File: config.mk
export PLATFORM = sky130hd
export DESIGN_NAME = coeff_stream_buffer
export DESIGN_NICKNAME = d
export VERILOG_FILES = /design/src/rtl/saber_coeff_pkg.sv /design/src/rtl/coeff_select_mux.sv /design/src/rtl/coeff_stream_buffer.sv
export SDC_FILE = /design/constraint.sdc
export NUM_CORES = 1
export LEC_CHECK = 0
export BUFFER_PORTS_ARGS = -buffer_cell sky130_fd_sc_hd__clkbuf_2
export CORE_ASPECT_RATIO = 0.7
export CORE_UTILIZATION = 49
export CTS_BUF_LIST = sky130_fd_sc_hd__clkbuf_4 sky130_fd_sc_hd__clkbuf_8 sky130_fd_sc_hd__clkbuf_16
export CTS_CLUSTER_DIAMETER = 50
export DETAILED_ROUTE_END_ITERATION = 10
export MAX_ROUTING_LAYER = met4
export PLACE_DENSITY_LB_ADDON = 0.1
export SETUP_SLACK_MARGIN = 0.05
export SKIP_LAST_GASP = 1
export SLEW_MARGIN = 40
export SYNTH_ARGS = -nofsm -noshare
export SYNTH_HDL_FRONTEND = slang
export SYNTH_HIERARCHICAL = 1
export SYNTH_SLANG_ARGS = --single-unit
File: constraint.sdc
create_clock -name clk -period 2.1 [get_ports clk]
set_clock_uncertainty 0.15 [all_clocks]
set_input_delay 0.21 -clock clk [delete_from_list [all_inputs] [get_ports clk]]
set_output_delay 0.21 -clock clk [all_outputs]
set_load 0.01 [all_outputs]
File: src/rtl/saber_coeff_pkg.sv
// Shared constants and helpers for the coefficient streaming datapath.
// Holds default widths, mode encoding and a constant-foldable clog2.
package saber_coeff_pkg;

    localparam int COEFF_W  = 13;
    localparam int NARROW_W = 10;
    localparam int NUM_WIDE = 13;

    localparam logic MODE_WIDE   = 1'b0;
    localparam logic MODE_NARROW = 1'b1;

    function automatic int clog2(input int v);
        int r;
        r = 0;
        while ((1 << r) < v) r++;
        if (r == 0) r = 1;
        return r;
    endfunction

endpackage

File: src/rtl/coeff_select_mux.sv
// Picks one coefficient out of a packed word by slot index and packing mode.
// Narrow coefficients are zero-extended to the full coefficient width.
module coeff_select_mux
    import saber_coeff_pkg::MODE_NARROW;
#(
    parameter int COEFF_W    = 13,
    parameter int NARROW_W   = 10,
    parameter int NUM_WIDE   = 13,
    parameter int DATA_W     = NUM_WIDE * COEFF_W,
    parameter int NUM_NARROW = DATA_W / NARROW_W,
    parameter int CNT_W      = 4
) (
    input  logic [DATA_W-1:0]  word,
    input  logic [CNT_W-1:0]   idx,
    input  logic               mode,
    output logic [COEFF_W-1:0] coeff
);

    always_comb begin
        coeff = '0;
        if (mode == MODE_NARROW) begin
            for (int k = 0; k < NUM_NARROW; k++) begin
                if (idx == CNT_W'(k))
                    coeff = COEFF_W'(word[k*NARROW_W +: NARROW_W]);
            end
        end else begin
            for (int k = 0; k < NUM_WIDE; k++) begin
                if (idx == CNT_W'(k))
                    coeff = word[k*COEFF_W +: COEFF_W];
            end
        end
    end

endmodule

File: src/rtl/coeff_stream_buffer.sv
// Single-word coefficient buffer: loads a packed word, streams one coefficient
// per cycle under valid/ready, and reloads on the last beat without a bubble.
module coeff_stream_buffer
    import saber_coeff_pkg::clog2;
    import saber_coeff_pkg::MODE_WIDE;
    import saber_coeff_pkg::MODE_NARROW;
#(
    parameter int COEFF_W  = saber_coeff_pkg::COEFF_W,
    parameter int NARROW_W = saber_coeff_pkg::NARROW_W,
    parameter int NUM_WIDE = saber_coeff_pkg::NUM_WIDE,
    localparam int DATA_W     = NUM_WIDE * COEFF_W,
    localparam int NUM_NARROW = DATA_W / NARROW_W,
    localparam int CNT_W      =
        clog2(NUM_WIDE > NUM_NARROW ? NUM_WIDE : NUM_NARROW)
) (
    input  logic               clk,
    input  logic               rst,
    input  logic               in_valid,
    output logic               in_ready,
    input  logic [DATA_W-1:0]  in_data,
    input  logic               in_narrow,
    output logic               out_valid,
    input  logic               out_ready,
    output logic [COEFF_W-1:0] out_coeff,
    output logic [CNT_W-1:0]   out_idx,
    output logic               out_last
);

    logic [DATA_W-1:0]  word_q;
    logic               mode_q;
    logic [CNT_W-1:0]   idx_q;
    logic               full_q;
    logic [CNT_W-1:0]   last_idx;
    logic [COEFF_W-1:0] sel_coeff;
    logic               fire_out;
    logic               load;

    assign last_idx = (mode_q == MODE_NARROW) ? CNT_W'(NUM_NARROW - 1)
                                              : CNT_W'(NUM_WIDE - 1);

    assign out_valid = full_q;
    assign out_last  = full_q && (idx_q == last_idx);
    assign out_idx   = full_q ? idx_q : '0;
    assign out_coeff = full_q ? sel_coeff : '0;

    assign fire_out = out_valid && out_ready;
    // Accepting during the final beat keeps the stream gap-free.
    assign in_ready = !full_q || (fire_out && out_last);
    assign load     = in_valid && in_ready;

    always_ff @(posedge clk) begin
        if (rst) begin
            full_q <= 1'b0;
            idx_q  <= '0;
            mode_q <= MODE_WIDE;
            word_q <= '0;
        end else if (load) begin
            word_q <= in_data;
            mode_q <= in_narrow;
            idx_q  <= '0;
            full_q <= 1'b1;
        end else if (fire_out) begin
            if (out_last) begin
                full_q <= 1'b0;
                idx_q  <= '0;
            end else begin
                idx_q <= idx_q + 1'b1;
            end
        end
    end

    coeff_select_mux #(
        .COEFF_W    (COEFF_W),
        .NARROW_W   (NARROW_W),
        .NUM_WIDE   (NUM_WIDE),
        .DATA_W     (DATA_W),
        .NUM_NARROW (NUM_NARROW),
        .CNT_W      (CNT_W)
    ) u_sel (
        .word  (word_q),
        .idx   (idx_q),
        .mode  (mode_q),
        .coeff (sel_coeff)
    );

endmodule

==> summary.md <==
| Metric | Value |
|---|---|
| Status | finished with violations |
| Failing checks | setup timing |
| Via/cell ratio | 6.10 |
| Synth Cell Area | 11600 um^2 |
| Width of the die | 186 um |
| Fraction of layout cells with a size suffix above 1 | 35.8% |
| Max-slew violation count | 0 |
| #FFs+latches synth | 175 |
| Combinational share of power | 25.7% |
| Number of global-route vias before repair | 12761 |
| Worst path required time | 1.74 ns |
| Crit path launch type | flop |
| Pint | 0.00656 W |
| Routed WL per cell | 26.6 um |
| Crit path capture type | output port |
| IO Port Bufs | 193 |
| Worst Hold Class | input port to flop |
| Most common cell on crit path | buf_4 |
| Initial Util | 50.4% |
| Max FO, Critical Path | 10 |
| TritonCTS Sinks | 175 |
| Fin nets | 2100 |
| P&R area growth vs syn | 59.4% |
| Post-synth cell types | 73 |
| DP Worst Slack | -0.725 ns |
| Switch Pwr | 0.00289 W |
| Worst path slowest cell | a221o_1 |
| Die H | 130 um |
| Max_cap viols | 0 |
| TNS Setup | -111.85 ns |
| CTS tree | yes |
| Top Family by Delay on Critical Path | buffers and inverters |
| Crit Path Category | flop to output port |
| Routed WL | 59900 um |
| GR Util All Layers | 47.1% |
| Iter 0 DRT Violations | 2045 |
| DRT Pass-1 Iters | 6 |
| Ys async rst share | 0% |
| Worst Tran Pin Value | 0.678 ns |
| Maximum vdd drop | 0.000579 V |
| Slew HR | 54.8% |
| Total core area | 22900 um^2 |
| CP Buf/Inv Count | 5 |
| Post-synthesis average cell area | 8.79 um^2 |
| Worst skew pair latency | 0.44 ns |
| Top routing layer in use | met4 |
| Pwr dens | 513 nW/um^2 |
| FP Rows | 46 |
| Yosys warnings | 6 |
| Clk buf depth | 2 |
| Boundary pin count | 194 |
| Vias | 13735 |
| Met2 wire length | 25400 um |
| Hold Vio Cnt, Final | 0 |
| Count of final setup violators | 191 |
| Post-synth net total | 1489 |
| Top FF cell, synth | dfxtp_1 |
| Placed insts | 1984 |
| RSZ-0062 raised after global routing | yes |
| Hpwl dp | 35600 um |
| Cells after synthesis | 1314 |
| Crit path cell chain | buf_8 -> buf_4 -> buf_12 -> buf_4 -> nor3_1 -> a21oi_1 -> nor2_2 -> o21ai_1 -> a221o_1 -> and2_4 -> buf_6 |
| Arr. time, crit path | 2.75 ns |
| Fmax | 0.322 GHz |
| Root Driver | clkbuf_16 |
| Met3 wire length | 8210 um |
| Leakage | 7.68 nW |
| Global-route wire length before repair | 80500 um |
| H-tree depth | 4 |
| Final core occ | 80.4% |
| CTS Buf Count | 17 |
| Metal1 wirelength | 23700 um |
| Die Footprint | 24200 um^2 |
| Setup WS post-layout | -1.01 ns |
| DRC violations left | 0 |
| Final Cycle Share | 148% |
| Clock group share of total power | 34.1% |
| Flop pwr share | 40.2% |
| Initial antenna violation count | 1 |
| RePlAce Congestion | 1.02 |
| Sequential area share after synthesis | 30.3% |
| Slowest stage delay, CP | 0.41 ns |
| Routed Antenna Nets | 0 |
| Maximum number of pins on one net before global-route repair | 100 |
| Clock slew seen by the registers of the worst setup and hold paths | 0.07 ns |
| Global route total overflow | 0 |
| Fin crit period | 3.11 ns |
| Switching Share | 30.6% |
| Number of synthesized flops with an enable pin | 0 |
| Final std cells w/o fill | 2250 |
| Final hold slack | 0.133 ns |
-- per-layer routing --
metal / global-route usage, % / vias to the layer above
li1: - / 5849
met1: 62.7 / 6533
met2: 69.7 / 1124
met3: 12.3 / 229
met4: 14.1 / 0
met5: - / -
-- cells by family after synthesis --
kind of cell	after synthesis	share of synthesized area, %
buffers and inverters	127	6.94
AND/OR/NAND/NOR	525	26.3
XOR/XNOR	3	0.227
flip-flops	175	30.3
AO/OA/AOI/OAI	248	14.4
multiplexers	235	21.7
adder cells (fa/ha/maj)	1	0.108
-- final cells by class --
class,instances,area [um^2]
clock inverters,13,130
repair buffers,709,6140
fillers,1371,4490
clock buffers,18,439
inverters,10,37.5
diodes,1,2.50
well taps,312,390
flip-flops and latches,175,3520
multi-input cells,1012,7750
-- worst paths after layout --
kind / start / to / slack (ns) / cells past startpoint
setup / recovery: idx_q[0] / out_coeff[6] / -1.01 / 11
hold / removal: out_ready / idx_q[0] / 0.13 / 4
setup reg to reg: idx_q[0] / word_q[151] / -0.73 / 13
hold reg to reg: word_q[126] / word_q[126] / 0.33 / 2
-- power by group through the flow --
stage	combinational (W)	sequential [W]	clock, W
2_1_floorplan	0.000942	0.00372	0
3_3_place_gp	0.00159	0.00382	0
3_5_place_dp	0.00161	0.00382	0
4_1_cts	0.00211	0.00375	0.00315
5_1_grt	0.00251	0.00379	0.00336
6_report	0.00243	0.00380	0.00322
-- flip-flops by register name (all words and copies together), names as in the netlist --
| signal | count |
|---|---|
| out_valid | 1 |
| word_q | 169 |
| idx_q | 4 |
| mode_q | 1 |
-- worst register-to-register path, cell delays in order, from the launching register on --
cell	delay (ns)
dfxtp_4	0.40
buf_8	0.16
buf_4	0.14
buf_12	0.14
buf_8	0.13
buf_8	0.13
nor3_4	0.25
o211ai_4	0.13
a21boi_4	0.25
buf_12	0.17
buf_12	0.19
buf_12	0.13
buf_16	0.12
mux2i_1	0.26
-- synth_stat cells (all sizes together) (2+ instances only) --
library cell | n | area, um^2
and2 | 20 | 125
or3 | 2 | 12.5
a221o | 5 | 50.1
mux4 | 11 | 248
a22oi | 8 | 60.1
o211a | 3 | 30.0
a21oi | 53 | 265
o31a | 3 | 26.3
nor2b | 11 | 71.3
o22ai | 30 | 194
a311oi | 4 | 35.0
o21a | 2 | 15.0
inv | 10 | 37.5
nor3 | 17 | 90.1
nand2b | 352 | 2200
a21boi | 5 | 37.5
mux2 | 16 | 180
o32ai | 6 | 52.6
buf | 63 | 561
a32o | 5 | 50.1
nor3b | 2 | 15.0
a31oi | 8 | 50.1
o21ai | 55 | 275
nand4 | 3 | 18.8
nand3b | 2 | 15.0
mux2i | 208 | 2080
nor2 | 48 | 185
and3 | 2 | 12.5
xor2 | 3 | 26.3
o22a | 2 | 17.5
dfxtp | 175 | 3500
a211oi | 12 | 90.1
o2111ai | 3 | 26.3
clkbuf | 54 | 204
nand2 | 47 | 179
o31ai | 2 | 15.0
o221ai | 7 | 61.3
a221oi | 7 | 73.8
a2bb2oi | 4 | 35.0
a211o | 2 | 17.5
o211ai | 11 | 87.6
nand3 | 14 | 70.1
-- stage by stage --
stage	power, W	instance area, um^2
finish	0.00945	18400
detailed placement	0.00544	14500
floorplan	0.00466	11600
global placement	0.00542	14500
CTS	0.00901	17700
global route	0.00965	18400
-- layout by cell type, fill, tap and decap left out, drive strengths merged, types with 5 or more instances in the layout --
cell and n:
nand2b 352, buf 346, clkbuf 210, mux2i 208, dfxtp 175, dlygate4sd3 171
o21ai 55, a21oi 53, nor2 48, nand2 47, o22ai 30, and2 20
nor3 17, mux2 16, inv 16, nand3 14, a211oi 12, mux4 11
o211ai 11, nor2b 11, a31oi 8, a22oi 8, a221oi 7, o221ai 7
o32ai 6, a32o 5, a221o 5, a21boi 5
-- repair_timing --
item                                   4_1_cts  5_1_grt
cloned                                      12        3
setup endpoints to repair                  186      191
hold buffers                               171        0
pin swaps                                    9       15
endpoints found under the hold margin      174        0
setup buffers                               20       41
gates resized for setup                     75      127
Power figures use the tool's default switching activity.
